===== config.mk =====
export PLATFORM = sky130hd
export DESIGN_NAME = decoder2to4_stream_flat
export DESIGN_NICKNAME = d
export VERILOG_FILES = /design/src/rtl/decoder_pkg.sv /design/src/rtl/decoder2to4_stream_if.sv /design/src/rtl/decoder2to4_stream_sync_fifo.sv /design/src/rtl/decoder2to4_stream.sv /design/src/flat_wrapper.sv
export SDC_FILE = /design/constraint.sdc
export NUM_CORES = 1
export LEC_CHECK = 0
export CAP_MARGIN = 40
export CORE_AREA = 4 4 51 65
export CTS_BUF_LIST = sky130_fd_sc_hd__clkbuf_4
export CTS_CLUSTER_SIZE = 14
export DETAILED_ROUTE_END_ITERATION = 8
export DIE_AREA = 0 0 55 69
export MAX_ROUTING_LAYER = met4
export SYNTH_ARGS = -nofsm -noshare
export SYNTH_HDL_FRONTEND = slang
export SYNTH_SLANG_ARGS = --single-unit

===== constraint.sdc =====
create_clock -name clk -period 3.75 [get_ports clk]
set_input_delay 0.375 -clock clk [delete_from_list [all_inputs] [get_ports clk]]
set_output_delay 0.375 -clock clk [all_outputs]
set_load 0.1 [all_outputs]

===== src/rtl/decoder_pkg.sv =====
// Shared code/one-hot types and conversion helpers for the 2-to-4 decoder family.
// The encode helper is the inverse mapping used by encoder-side designs and benches.
package decoder_pkg;

    localparam int unsigned CODE_W   = 2;
    localparam int unsigned ONEHOT_W = 4;

    typedef logic [CODE_W-1:0]   code_t;
    typedef logic [ONEHOT_W-1:0] onehot_t;

    typedef enum logic [1:0] {
        OUT_HOLD  = 2'd0,
        OUT_LOAD  = 2'd1,
        OUT_DRAIN = 2'd2
    } out_action_e;

    function automatic onehot_t onehot_decode(input code_t code, input logic en);
        onehot_t result;
        result = '0;
        for (int unsigned i = 0; i < ONEHOT_W; i++) begin
            if (en && (code == code_t'(i))) begin
                result[i] = 1'b1;
            end
        end
        return result;
    endfunction

    function automatic code_t onehot_encode(input onehot_t onehot);
        code_t result;
        result = '0;
        for (int unsigned i = 0; i < ONEHOT_W; i++) begin
            if (onehot[i]) begin
                result = code_t'(i);
            end
        end
        return result;
    endfunction

endpackage


===== src/rtl/decoder2to4_stream_if.sv =====
// Stream bundle for decoder2to4_stream: code input handshake, decoded output handshake
// and FIFO status. The slave modport is the decoder side.
interface decoder2to4_stream_if
    import decoder_pkg::*;
#(
    parameter int unsigned DEPTH = 4
) ();

    localparam int unsigned CNT_W = $clog2(DEPTH) + 1;

    logic             in_valid;
    code_t            in_code;
    logic             in_ready;
    logic             en;
    onehot_t          dout;
    logic             dout_valid;
    logic             dout_ready;
    logic [CNT_W-1:0] count;
    logic             full;
    logic             empty;

    modport master (
        output in_valid,
        output in_code,
        output en,
        output dout_ready,
        input  in_ready,
        input  dout,
        input  dout_valid,
        input  count,
        input  full,
        input  empty
    );

    modport slave (
        input  in_valid,
        input  in_code,
        input  en,
        input  dout_ready,
        output in_ready,
        output dout,
        output dout_valid,
        output count,
        output full,
        output empty
    );

endinterface


===== src/rtl/decoder2to4_stream_sync_fifo.sv =====
// Synchronous FIFO holding raw codes ahead of the decoder output stage.
// Pointers wrap modulo DEPTH (power of two); full/empty derive from the occupancy count.
module sync_fifo #(
    parameter int unsigned WIDTH = 2,
    parameter int unsigned DEPTH = 4
) (
    input  logic                       clk,
    input  logic                       rst,
    input  logic                       push,
    input  logic [WIDTH-1:0]           wdata,
    input  logic                       pop,
    output logic [WIDTH-1:0]           rdata,
    output logic [$clog2(DEPTH):0]     count,
    output logic                       full,
    output logic                       empty
);

    localparam int unsigned PTR_W = $clog2(DEPTH);
    localparam int unsigned CNT_W = PTR_W + 1;

    logic [WIDTH-1:0] mem_q [DEPTH];
    logic [WIDTH-1:0] mem_d [DEPTH];
    logic [PTR_W-1:0] wr_ptr_q, wr_ptr_d;
    logic [PTR_W-1:0] rd_ptr_q, rd_ptr_d;
    logic [CNT_W-1:0] count_q, count_d;
    logic             full_w;
    logic             empty_w;
    logic             push_ok;
    logic             pop_ok;

    assign full_w  = (count_q == CNT_W'(DEPTH));
    assign empty_w = (count_q == '0);

    // Guard against misuse so occupancy can never over- or underflow.
    assign push_ok = push && !full_w;
    assign pop_ok  = pop && !empty_w;

    always_comb begin
        mem_d = mem_q;
        if (push_ok) begin
            mem_d[wr_ptr_q] = wdata;
        end
    end

    always_comb begin
        wr_ptr_d = wr_ptr_q;
        rd_ptr_d = rd_ptr_q;
        count_d  = count_q;
        if (push_ok) begin
            wr_ptr_d = wr_ptr_q + PTR_W'(1);
        end
        if (pop_ok) begin
            rd_ptr_d = rd_ptr_q + PTR_W'(1);
        end
        unique case ({push_ok, pop_ok})
            2'b10:   count_d = count_q + CNT_W'(1);
            2'b01:   count_d = count_q - CNT_W'(1);
            default: count_d = count_q;
        endcase
    end

    always_ff @(posedge clk) begin
        mem_q <= mem_d;
    end

    always_ff @(posedge clk or posedge rst) begin
        if (rst) begin
            wr_ptr_q <= '0;
            rd_ptr_q <= '0;
            count_q  <= '0;
        end else begin
            wr_ptr_q <= wr_ptr_d;
            rd_ptr_q <= rd_ptr_d;
            count_q  <= count_d;
        end
    end

    assign rdata = mem_q[rd_ptr_q];
    assign count = count_q;
    assign full  = full_w;
    assign empty = empty_w;

endmodule


===== src/rtl/decoder2to4_stream.sv =====
// Buffered 2-to-4 decoder: codes queue in sync_fifo and are decoded into a registered
// one-hot output stage with valid/ready handshake; en is sampled when an entry loads.
module decoder2to4_stream
    import decoder_pkg::*;
#(
    parameter int unsigned DEPTH = 4
) (
    input  logic                 clk,
    input  logic                 rst,
    decoder2to4_stream_if.slave  bus
);

    localparam int unsigned CNT_W = $clog2(DEPTH) + 1;

    logic             push;
    logic             load;
    code_t            head_code;
    logic [CNT_W-1:0] fifo_count;
    logic             fifo_full;
    logic             fifo_empty;
    logic             in_ready_w;

    onehot_t          dout_q, dout_d;
    logic             dout_valid_q, dout_valid_d;
    out_action_e      action;

    // Space freed by a same-cycle load is not offered to the producer until next cycle.
    assign in_ready_w = !fifo_full && !rst;
    assign push       = bus.in_valid && in_ready_w;
    assign load       = !fifo_empty && (!dout_valid_q || bus.dout_ready);

    sync_fifo #(
        .WIDTH (CODE_W),
        .DEPTH (DEPTH)
    ) u_fifo (
        .clk   (clk),
        .rst   (rst),
        .push  (push),
        .wdata (bus.in_code),
        .pop   (load),
        .rdata (head_code),
        .count (fifo_count),
        .full  (fifo_full),
        .empty (fifo_empty)
    );

    always_comb begin
        action = OUT_HOLD;
        if (load) begin
            action = OUT_LOAD;
        end else if (dout_valid_q && bus.dout_ready) begin
            action = OUT_DRAIN;
        end
    end

    always_comb begin
        dout_d       = dout_q;
        dout_valid_d = dout_valid_q;
        unique case (action)
            OUT_LOAD: begin
                dout_d       = onehot_decode(head_code, bus.en);
                dout_valid_d = 1'b1;
            end
            OUT_DRAIN: begin
                dout_d       = '0;
                dout_valid_d = 1'b0;
            end
            default: begin
                dout_d       = dout_q;
                dout_valid_d = dout_valid_q;
            end
        endcase
    end

    always_ff @(posedge clk or posedge rst) begin
        if (rst) begin
            dout_q       <= '0;
            dout_valid_q <= 1'b0;
        end else begin
            dout_q       <= dout_d;
            dout_valid_q <= dout_valid_d;
        end
    end

    assign bus.in_ready   = in_ready_w;
    assign bus.dout       = dout_q;
    assign bus.dout_valid = dout_valid_q;
    assign bus.count      = fifo_count;
    assign bus.full       = fifo_full;
    assign bus.empty      = fifo_empty;

endmodule


===== src/flat_wrapper.sv =====
// flat-port wrapper written by rule: the top's interface ports become plain ports
module decoder2to4_stream_flat import decoder_pkg::*;
#(
    parameter int unsigned DEPTH = 4
)
  (clk, rst, bus_in_valid, bus_in_code, bus_en, bus_dout_ready, bus_in_ready, bus_dout, bus_dout_valid, bus_count, bus_full, bus_empty);
  decoder2to4_stream_if #(.DEPTH(DEPTH)) bus_i ();
  input  logic clk;
  input  logic rst;
  input wire logic [$bits(bus_i.in_valid)-1:0] bus_in_valid;
  input wire logic [$bits(bus_i.in_code)-1:0] bus_in_code;
  input wire logic [$bits(bus_i.en)-1:0] bus_en;
  input wire logic [$bits(bus_i.dout_ready)-1:0] bus_dout_ready;
  output wire logic [$bits(bus_i.in_ready)-1:0] bus_in_ready;
  output wire logic [$bits(bus_i.dout)-1:0] bus_dout;
  output wire logic [$bits(bus_i.dout_valid)-1:0] bus_dout_valid;
  output wire logic [$bits(bus_i.count)-1:0] bus_count;
  output wire logic [$bits(bus_i.full)-1:0] bus_full;
  output wire logic [$bits(bus_i.empty)-1:0] bus_empty;
  assign bus_i.in_valid = bus_in_valid;
  assign bus_i.in_code = bus_in_code;
  assign bus_i.en = bus_en;
  assign bus_i.dout_ready = bus_dout_ready;
  assign bus_in_ready = bus_i.in_ready;
  assign bus_dout = bus_i.dout;
  assign bus_dout_valid = bus_i.dout_valid;
  assign bus_count = bus_i.count;
  assign bus_full = bus_i.full;
  assign bus_empty = bus_i.empty;
  decoder2to4_stream #(.DEPTH(DEPTH)) u_core (.clk(clk), .rst(rst), .bus(bus_i));
endmodule

======== Word-level counts from Yosys, hierarchy flattened ========
Index checks and enable logic that the tools add are counted.
word-level totals
  register bits after elaboration ......... 20
  input bits .............................. 7
  word-level logic and storage cells ...... 61
cells by class
  add/subtract/negate cells ............... 4
  order comparisons ....................... 3
  equality and inequality tests ........... 8
  multiplexer cells ....................... 15
  bitwise gates (word level) .............. 2
  reduce and logical (&&, ||, !) cells .... 20
operators by type and width
  operator                                                                       count
  1-bit logical AND                                                              11
  2-bit 2-to-1 mux                                                               5
  8-bit bitwise mux                                                              1
  2-bit equality test (second input constant)                                    4
  4-bit case mux with 2 select lines                                             1
  2-bit by 1-bit equality test with 1-bit output (second input constant)         3
  3-bit greater-or-equal comparator (second input constant)                      2
  2-bit inverter with 3-bit output                                               2
  3-bit case mux with 2 select lines                                             1
  2-bit by 1-bit adder with 2-bit output (second input constant)                 2
  2-bit binary-select mux with 2-bit select                                      1
  2-bit demux with 2-bit select                                                  1
  1-bit logical NOT                                                              4
  1-bit 2-to-1 mux                                                               4
  2-bit nonzero test                                                             2
  3-bit by 1-bit adder with 3-bit output (second input constant)                 1
  3-bit equality test (second input constant)                                    1
  3-bit logical NOT                                                              1
  3-bit by 1-bit less-than comparator with 1-bit output (second input constant)  1
  3-bit by 1-bit subtractor with 3-bit output (second input constant)            1
  2-bit logical NOT                                                              1
  1-bit case mux with 2 select lines                                             1
  1-bit logical OR                                                               1

======== Longest topological paths before layout ========
  word-level depth ........................ 8
  depth in mapped cells ................... 8
  depth with buffers taken out ............ 8

======== By module ========
Synthesis repeated with hierarchy kept, for this count alone.
second synthesis, totals
  cell total of the unflattened synthesis .. 69
  area total of the unflattened synthesis .. 964.7 µm²
by module, submodules not included
  module              times used  cells an instance  area each (µm²)
  sync_fifo           1           49                 720.7
  decoder2to4_stream  1           20                 244.0

======== Worst setup path after synthesis ========
Ideal clock, no wire load.
  path type ............................... register to output
  start point ............................. register u_core.u_fifo.count_q[2] (netlist: u_core.u_fifo.count[2])
  end point ............................... output port bus_in_ready
  arrival ................................. 4.728 ns
  required time ........................... 3.375 ns
  slack ................................... -1.353 ns
  stages on the path, launching flop included .. 3
  path buffers ............................ 0
  path through ............................ dfrtp_1 nor3b_1 nor2_1
between the ends
  word-level cells in the longest chain between the ends .. 3
RTL lines
  what                      RTL line                            source
  start: declaration        decoder2to4_stream_sync_fifo.sv:25  logic [CNT_W-1:0] count_q, count_d;
  start signal: assignment  decoder2to4_stream_sync_fifo.sv:74  count_q <= count_d;
  3-bit equality test       decoder2to4_stream_sync_fifo.sv:31  assign full_w = (count_q == CNT_W'(DEPTH));
  net bus_full              flat_wrapper.sv:18                  output wire logic [$bits(bus_i.full)-1:0] bus_full;
  1-bit logical NOT         decoder2to4_stream.sv:28            assign in_ready_w = !fifo_full && !rst;
  1-bit logical AND         decoder2to4_stream.sv:28
  end: declaration          flat_wrapper.sv:14                  output wire logic [$bits(bus_i.in_ready)-1:0] bus_in_ready;
The timed path passes the listed nets, and every way through them passes these cells.

======== Final worst setup path ========
  start point ............................. register u_core.u_fifo.count_q[2] (netlist: u_core.u_fifo.count[2])
  end point ............................... register u_core.u_fifo.count_q[2] (netlist: u_core.u_fifo.count[2])
between the ends
  word-level cells in the longest chain between the ends .. 7
RTL lines
  what                                                                                   RTL line                                                      source
  3-bit equality test                                                                    decoder2to4_stream_sync_fifo.sv:31
  1-bit logical NOT                                                                      decoder2to4_stream_sync_fifo.sv:35, decoder2to4_stream.sv:28
  1-bit logical AND                                                                      decoder2to4_stream.sv:28
  1-bit logical AND                                                                      decoder2to4_stream.sv:29                                      assign push = bus.in_valid && in_ready_w;
  1-bit logical AND                                                                      decoder2to4_stream_sync_fifo.sv:35                            assign push_ok = push && !full_w;
  2-bit by 1-bit equality test with 1-bit output or 2-bit equality test (tied branches)  decoder2to4_stream_sync_fifo.sv:55                            unique case ({push_ok, pop_ok})
  3-bit case mux with 2 select lines or 2-bit nonzero test (tied branches)               n/a
Parallel ways exist; a longest one is shown, timed or not.
A chain may end at the register's enable or synchronous reset.

==> impl_results.md <==
- ANT cells: 0
- Critical path origin: u_core.u_fifo.count[2]$_DFFE_PP0P_
- IO Port Bufs: 17
- H-tree level count: 1
- Setup crit start kind: register
- Commonest non-fill, non-tap cells in the layout: clkdlybuf4s50_1 (16), dfrtp_1 (12), buf_8 (10)
- Syn_area_per_cell: 14.4 um^2
- IO Count: 18
- Die Y: 69 um
- Number of CTS-inserted buffers: 3
- Data required, critical path: 3.98 ns
- Routed vias/inst: 4.71
- CTS Sinks: 20
- Final RePlAce weighted congestion: 0.758
- Measured slew at the worst slew-check pin: 0.721 ns
- Layout cells sized above 1: 21.1%
- Starting DRT DRC Count: 19
- CTS Hold Bufs: 0
- TritonRoute pass-1 iters: 4
- Clock Path Buffers: 2
- Final ANT Viol Nets: 0
- Antenna violations before repair: 0
- Synth warn: 0
- Arrival time worst endpoint: 2.64 ns
- FMAX: 415 MHz
- Worst-Skew Late Latency: 0.31 ns
- Setup_tns: 0 ns
- Crit-path max FO: 7
- Avg WL per Cell: 13.0 um
- Hold_ws: 0.426 ns
- Max-cap check violation count: 0
- Final #Nets: 109
- FILL cells: 224
- DRC: 0
- Hold crit path type: primary input to async pin
- Die footprint: 0.00380 mm^2
- Seq/Total Area, Yosys: 58.5%
- Hpwl dp: 1340 um
- Area after DPL: 0.00129 mm^2
- Clock Skew: 0.00844 ns
- Mapped Cells: 64
- Synth top area share: 32.5%
- Synth area leader: dfrtp_1
- Final core occ: 50.5%
- Final setup viols: 0
- Yosys reg bits: 20
- Synth Net Count: 77
- Final hold vios: 0
- Global-route wire length before repair: 3130 um
- Count of cell types in the netlist: 27
- Worst r2r src: u_core.u_fifo.count[2]$_DFFE_PP0P_
- WS Path Type: register to register
- Initial core utilization: 34.8%
- Routed Wire Length: 1680 um
- Reg clk slew, reported paths: 0.12 ns
- Die width: 55 um
- CTS Root Cell: clkbuf_4
- Overall Global Routing Usage: 11.8%
- Synth area leaders: dfrtp_1 (33%), edfxtp_1 (26%), ha_1 (6.8%), xnor2_1 (3.8%), mux4_1 (2.8%)
- Final period utilization: 64.3%
- Crit. End Element: register
- Area growth from synthesis to final layout: 45.3%
- Post-Syn Area: 923 um^2
- Max transition margin: 51.8%
- Post_cts resized: 0
- Grt total ovfl: 0
- Post-CTS setup buffer count: 0
- Core ar.: 0.00265 mm^2
- Post-layout min period: 2.41 ns
- Row count: 21
- CTS tree: yes
- Commonest non-fill, non-tap cell in the layout: clkdlybuf4s50_1
- Unrepaired setup endpoints after global routing: no
- Design Area, Final: 0.00134 mm^2
- Number of global-route vias before repair: 650
- Outcome: completed
- Slew Viols, Final: 0
- Pin count of the biggest net entering global routing: 13
- DR vias: 608
## layout make-up
type / instances / area [um^2] / area share (%)
Multi-Input combinational cell: 39 / 369 / 27.5
Inverter: 5 / 18.8 / 1.40
Clock inverter: 1 / 30.0 / 2.24
Tap cell: 34 / 42.5 / 3.17
Clock buffer: 3 / 22.5 / 1.68
Sequential cell: 20 / 541 / 40.3
Timing Repair Buffer: 27 / 318 / 23.7
## cells by family (layout without fill, tap and decap cells)
group / Yosys count / count (layout) / share of synthesized area [%]
muxes: 4 / 4 / 7.72
adders and majority gates: 6 / 6 / 8.94
xor gates and xnor gates: 6 / 6 / 5.69
AOI/OAI and AO/OA: 5 / 5 / 5.15
buffers and inverters: 5 / 36 / 2.03
DFF: 20 / 20 / 58.5
and+or+nand+nor: 18 / 18 / 11.9
## flip-flops by register name (all words and copies together), names as in the netlist
name,flops
u_core.u_fifo.mem_q,8
u_core.bus.dout_valid,1
u_core.u_fifo.count,3
u_core.bus.dout,4
u_core.u_fifo.rd_ptr_q,2
u_core.u_fifo.wr_ptr_q,2
## Yosys cell counts (all sizes together)
library cell / n
xnor2: 4
and2: 4
or4b: 1
fa: 1
nor3b: 2
nand3: 1
nor4b: 1
mux4: 2
nand2: 1
nand2b: 1
or3: 1
ha: 5
inv: 5
nor2b: 1
and3: 1
a32o: 1
nand4: 1
a22o: 1
nor2: 3
mux2: 2
xor2: 2
o2bb2ai: 2
edfxtp: 8
o21ai: 1
dfrtp: 12
## per-stage QoR
step / setup slack, ns / instances
CTS: 1.33 / 129
detailed placement: 1.11 / 125
finish: 1.34 / 129
global route: 1.12 / 129
global placement: 1.17 / 115
floorplan: 0.00149 / 64
## routing by layer
layer | part of all wire [%] | vias to the layer above | global-route usage, %
met4 | 3.2 | 0 | 7.30
met2 | 54 | 16 | 18.2
met5 | 0 | - | -
li1 | - | 292 | -
met3 | 3.7 | 5 | 1.94
met1 | 39 | 295 | 13.8
## final timing paths
| kind | endpoint | slack [ns] | depth (start not counted) |
|---|---|---|---|
| setup / recovery | u_core.u_fifo.count[2]$_DFFE_PP0P_ | 1.34 | 8 |
| hold / removal | u_core.u_fifo.wr_ptr_q[1]$_DFFE_PP0P_ | 0.43 | 2 |
| setup reg to reg | u_core.u_fifo.count[2]$_DFFE_PP0P_ | 1.34 | 8 |
| hold reg to reg | u_core.bus.dout[3]$_DFFE_PP0P_ | 0.50 | 1 |
| max in group asynchronous | u_core.bus.dout[2]$_DFFE_PP0P_ | 2.99 | 2 |
| min in group clk | u_core.bus.dout[3]$_DFFE_PP0P_ | 0.50 | 1 |
## worst max-delay path, cell delays in order (launching register included)
cell	delay [ns]
dfrtp_1	0.43
nor3b_2	0.19
nor3b_1	0.60
inv_1	0.10
ha_1	0.26
fa_1	0.38
xnor2_1	0.13
nor2_1	0.11
xor2_1	0.15
Power is left out: the tool's default activity adds up to more than one toggle a clock period on the data nets, which glitch-free logic cannot reach.
==> patch 1, RTL diff (same settings) <==
`DEPTH` is set to 4 in 4 places; all go to 2.
--- a/src/rtl/decoder2to4_stream_if.sv
+++ b/src/rtl/decoder2to4_stream_if.sv
@@ -5,3 +5,3 @@
 #(
-    parameter int unsigned DEPTH = 4
+    parameter int unsigned DEPTH = 2
 ) ();
--- a/src/rtl/decoder2to4_stream_sync_fifo.sv
+++ b/src/rtl/decoder2to4_stream_sync_fifo.sv
@@ -4,3 +4,3 @@
     parameter int unsigned WIDTH = 2,
-    parameter int unsigned DEPTH = 4
+    parameter int unsigned DEPTH = 2
 ) (
--- a/src/rtl/decoder2to4_stream.sv
+++ b/src/rtl/decoder2to4_stream.sv
@@ -5,3 +5,3 @@
 #(
-    parameter int unsigned DEPTH = 4
+    parameter int unsigned DEPTH = 2
 ) (
--- a/src/flat_wrapper.sv
+++ b/src/flat_wrapper.sv
@@ -3,3 +3,3 @@
 #(
-    parameter int unsigned DEPTH = 4
+    parameter int unsigned DEPTH = 2
 )
Ports: changed (resized bus_count); port bits go from 18 to 17. The function was not compared with the original's and may differ.
==> patch 1 against the original RTL <==
- wire length shrank 29%
- area after synthesis shrank 37%
- via count shrank 28%
- hold slack gained 0.85 ps
- synthesized cell count shrank 34%
- cell area shrank 28%
- count of clock-buffer cells in the layout grew 1
- first-iteration DRC count shrank 68%
- sequential cell count shrank 7
- utilization shrank 14 points
- cell count shrank 19%
- critical path type is now flop to output port
- setup slack gained 250 ps
Power is not shown: default switching activity piles up to over one toggle a cycle in this logic, so the estimate is an artifact.
==> patch 1: results (changes against the original RTL) <==
metric,value,unit,change
status,"complete, no violations",,
initial antenna violation count,0,,unchanged
worst path arrival time,1780,ps,-860 ps
"EDFF count, synth",4,,-4
post-placement cell count,101,,-19%
Fillers,259,,+16%
Post-synth ARST share,69.2,%,+9.2 points
Ant. Diodes,0,,unchanged
Max Buffers Root-to-Sink,2,,unchanged
Via Count,440,,-28%
final worst clock skew,3.71,ps,-4.73 ps
worst reg2reg endpoint,u_core.u_fifo.count[1]$_DFFE_PP0P_,,
predominant post-synthesis flop cell,dfrtp_1,,
root buf cell,clkbuf_4,,
synthesized area per cell,13.8,µm²,-4.2%
Min-Delay Path Class,primary input to asynchronous set/reset pin,,
clock buffer count from CTS,3,,unchanged
largest net degree at the start of global routing,10,,-3
"Cell Area, Placed",930,µm²,-28%
Synth cell types,20,,-26%
"Seq/Total Area, Yosys",59.5,%,+0.95 points
layout net count,80,,-27%
GRT Total Usage,7.92,%,-3.9 points
Iter 0 DRT Violations,6,,-13
synth warn,0,,unchanged
DP Wirelength,1010,µm,-25%
"non-filler cells, final",105,,-19%
pre-CTS WS,1680,ps,+573 ps
Post-CTS Resized,0,,unchanged
most frequent cells after synthesis,"9 x dfrtp_1, 5 x nor2_1, 4 x a32o_1, 4 x edfxtp_1",,
Crit Path Max Fanout,6,,-1
share of post-route cells with drive strength above 1,28.2,%,+7.1 points
FF-to-FF Start,u_core.u_fifo.count[1]$_DFFE_PP0P_,,
worst r2r path cells,5,,-3
Initial DRT Pass Iterations,2,,-2
"CTS clk-pin slew, worst paths",80,ps,-40 ps
Least-Margin Pin Slew,539,ps,-182 ps
number of global-route vias before repair,514,,-21%
flop-to-flop setup slack,2020,ps,+680 ps
# Post-CTS Setup Buffers,0,,unchanged
Port Buf Inserts,16,,-1
Worst-Skew Late Latency,270,ps,-40 ps
first-pass GRT wire length,2150,µm,-31%
syn_nets,50,,-35%
CTS H-Tree Depth,1,,unchanged
Synth area leaders,"dfrtp_1 39%, edfxtp_1 21%, a32o_1 6.9%",,
routed wire length,1190,µm,-29%
placer congestion estimate,0.717,,-5.5%
patch 1: final cells by class:
cell class	instances	area share (%)
clock buffer	4	3.13
multi-input combinational	27	23.7
inverter	1	0.391
timing repair buffer	26	32.3
tap	34	4.43
sequential	13	36.0
patch 1: cell families after synthesis:
kind of cell / Yosys count / synth area share [%]
compound gates: 5 / 8.19
fa+ha+maj: 1 / 2.15
buf+inv: 2 / 1.29
xor+xnor: 5 / 8.84
flops: 13 / 59.5
mux: 4 / 7.33
simple gates: 12 / 12.7
patch 1: per-stage QoR:
step	hold WS [ps]	util [%]
after floorplan	203	-
after global placement	482	29.4
after detailed placement	480	35.0
after CTS	436	36.2
after global routing	467	36.2
final	427	36.2
patch 1: worst max path at each step:
stage | from | to | slack (ps)
floorplan | u_core.u_fifo.count[0]$_DFFE_PP0P_ | u_core.u_fifo.mem_q[0]$_DFFE_PP_ | 230
global placement | rst | bus_in_ready | 1300
detailed placement | rst | bus_in_ready | 1680
CTS | u_core.u_fifo.count[0]$_DFFE_PP0P_ | bus_empty | 1570
global route | u_core.u_fifo.count[0]$_DFFE_PP0P_ | bus_empty | 1480
finish | u_core.u_fifo.count[0]$_DFFE_PP0P_ | bus_empty | 1590
patch 1: critical path: stages (launching register included):
cell	delay [ps]
dfrtp_1	460
nor2_1	280
clkdlybuf4s50_1	570
buf_8	200
patch 1: routing by layer:
layer	GRT usage (%)	part of all wire, %	vias up
li1	-	-	211
met1	8.50	36	211
met2	12.4	55	14
met3	2.16	6.7	4
met4	4.86	2.1	0
met5	-	0	-
==> patch 2, RTL diff (same flow settings) <==
Without the edit above. Make the reset (`rst`) synchronous in 2 clocked blocks.
--- a/src/rtl/decoder2to4_stream_sync_fifo.sv
+++ b/src/rtl/decoder2to4_stream_sync_fifo.sv
@@ -65,3 +65,3 @@
 
-    always_ff @(posedge clk or posedge rst) begin
+    always_ff @(posedge clk) begin
         if (rst) begin
--- a/src/rtl/decoder2to4_stream.sv
+++ b/src/rtl/decoder2to4_stream.sv
@@ -74,3 +74,3 @@
 
-    always_ff @(posedge clk or posedge rst) begin
+    always_ff @(posedge clk) begin
         if (rst) begin
Function: differs if rst is asserted again (counterexample within 4 cycles, from zero or initial values and one cycle with rst high); with rst held inactive, the same outputs for 10 cycles.
==> patch 2 against the original RTL <==
- setup slack gained 54 ps
- area after synthesis increased by 0.54%
- sequential cell count did not move
- wire length shrank 1.0%
- register-to-register slack better by 180 ps
- cell area down 0.93%
==> patch 2: results (changes against the original RTL) <==
metric,value,unit,change
status,"complete, no violations",,
root buf cell,clkbuf_4,,
compound-cell area share of the yosys netlist,11.7,%,+6.6 points
Post-synth ARST share,0,%,-60 points
Worst-Skew Late Latency,290,ps,-20 ps
Iter 0 DRT Violations,12,,-7
layout net count,119,,+9.2%
largest net degree at the start of global routing,15,,+2
XOR/XNOR Fraction of Synth Area,1.89,%,-3.8 points
"CTS clk-pin slew, worst paths",100,ps,-20 ps
most frequent cells after synthesis,"12 x dfxtp_1, 8 x edfxtp_1, 7 x inv_1",,
Min-Delay Path Class,flop to flop,,
worst path arrival time,2590,ps,-50 ps
vias per cell,4.72,,+0.13%
Sw Ratio,48.3,%,
Synth cell types,27,,unchanged
pre-CTS WS,1080,ps,-28.6 ps
DP Wirelength,1380,µm,+2.4%
P_comb,0.000724,W,
CTS H-Tree Depth,1,,unchanged
Initial DRT Pass Iterations,4,,unchanged
"Seq/Total Area, Yosys",51.8,%,-6.8 points
Post-Synth Adder-Cell Area,8.89,%,-0.048 points
Setup crit start,rst,,
FF-to-FF Start,u_core.u_fifo.count[0]$_SDFFE_PP0P_,,
Fillers,243,,+8.5%
routed wire length,1670,µm,-1.0%
final worst clock skew,3.28,ps,-5.16 ps
Crit Path Max Fanout,14,,+7
Synth area leaders,"dfxtp_1 26%, edfxtp_1 26%, ha_1 6.7%",,
worst r2r path cells,8,,unchanged
Port Buf Inserts,17,,unchanged
synth warn,0,,unchanged
worst reg2reg endpoint,u_core.u_fifo.count[2]$_SDFFE_PP0P_,,
syn_nets,87,,+13%
Slew headroom,69.9,%,+18 points
number of global-route vias before repair,688,,+5.8%
placer congestion estimate,0.670,,-12%
initial antenna violation count,0,,unchanged
first-pass GRT wire length,3030,µm,-3.1%
GRT Total Usage,11.2,%,-0.66 points
Final Cycle Share,62.9,%,-1.4 points
Worst Setup End Kind,flop,,
"Largest stage delay, worst path",420,ps,-180 ps
Slowest cell on crit path,clkdlybuf4s50_1,,
Ant. Diodes,0,,unchanged
flop-to-flop setup slack,1520,ps,+180 ps
predominant post-synthesis flop cell,dfxtp_1,,
post-synthesis mux area share,7.14,%,-0.58 points
Largest Register,u_core.u_fifo.mem_q,,
Max Buffers Root-to-Sink,2,,unchanged
share of post-route cells with drive strength above 1,24.8,%,+3.7 points
hold path startpoint,u_core.bus.dout[2]$_SDFFE_PP0P_,,
[patch 2: cell count changes after synthesis, moves of 2 or more]
cell	before	now
nor2_1	3	5
a32o_2	0	2
xnor2_1	4	1
nor3b_1	2	0
o31ai_1	0	2
or4_1	0	2
dfrtp_1	12	0
a21oi_1	0	5
dfxtp_1	0	12
inv_1	5	7
mux2_2	2	0
nor3_2	0	2
[patch 2: metal layers]
layer / up-vias / part of all wire [%] / GRT usage (%)
met4: 0 / 1.4 / 6.49
li1: 335 / - / -
met3: 2 / 3.0 / 1.94
met2: 10 / 57 / 17.8
met1: 309 / 39 / 12.5
met5: - / 0 / -
[patch 2: per-stage QoR]
| stage | hold WS [ps] | instances | cell area, µm² |
|---|---|---|---|
| after floorplan | 474 | 74 | 935 |
| after global placement | 451 | 125 | 1150 |
| after detailed placement | 453 | 135 | 1300 |
| after CTS | 479 | 139 | 1330 |
| after global routing | 492 | 139 | 1330 |
| final | 474 | 139 | 1330 |
[patch 2: layout make-up]
class / instances / area [µm²] / share of cell area, %
sequential: 20 / 480 / 36.2
multi-input combinational: 46 / 424 / 31.9
timing repair buffer: 28 / 325 / 24.5
tap: 34 / 42.5 / 3.20
clock buffer: 4 / 30.0 / 2.26
inverter: 7 / 26.3 / 1.98
[patch 2: kinds of logic after synthesis]
| family | after synthesis |
|---|---|
| xor+xnor | 2 |
| mux | 4 |
| fa+ha+maj | 6 |
| compound gates | 14 |
| buf+inv | 8 |
| flops | 20 |
| simple gates | 20 |
[patch 2: worst max-delay path: cells and delay by family]
| family | cells | cell delay, ps |
|---|---|---|
| and+or+nand+nor | 2 | 610 |
| buffers and inverters | 3 | 700 |
| adders and majority gates | 2 | 620 |
| xor gates and xnor gates | 1 | 140 |
| AOI/OAI and AO/OA | 1 | 140 |
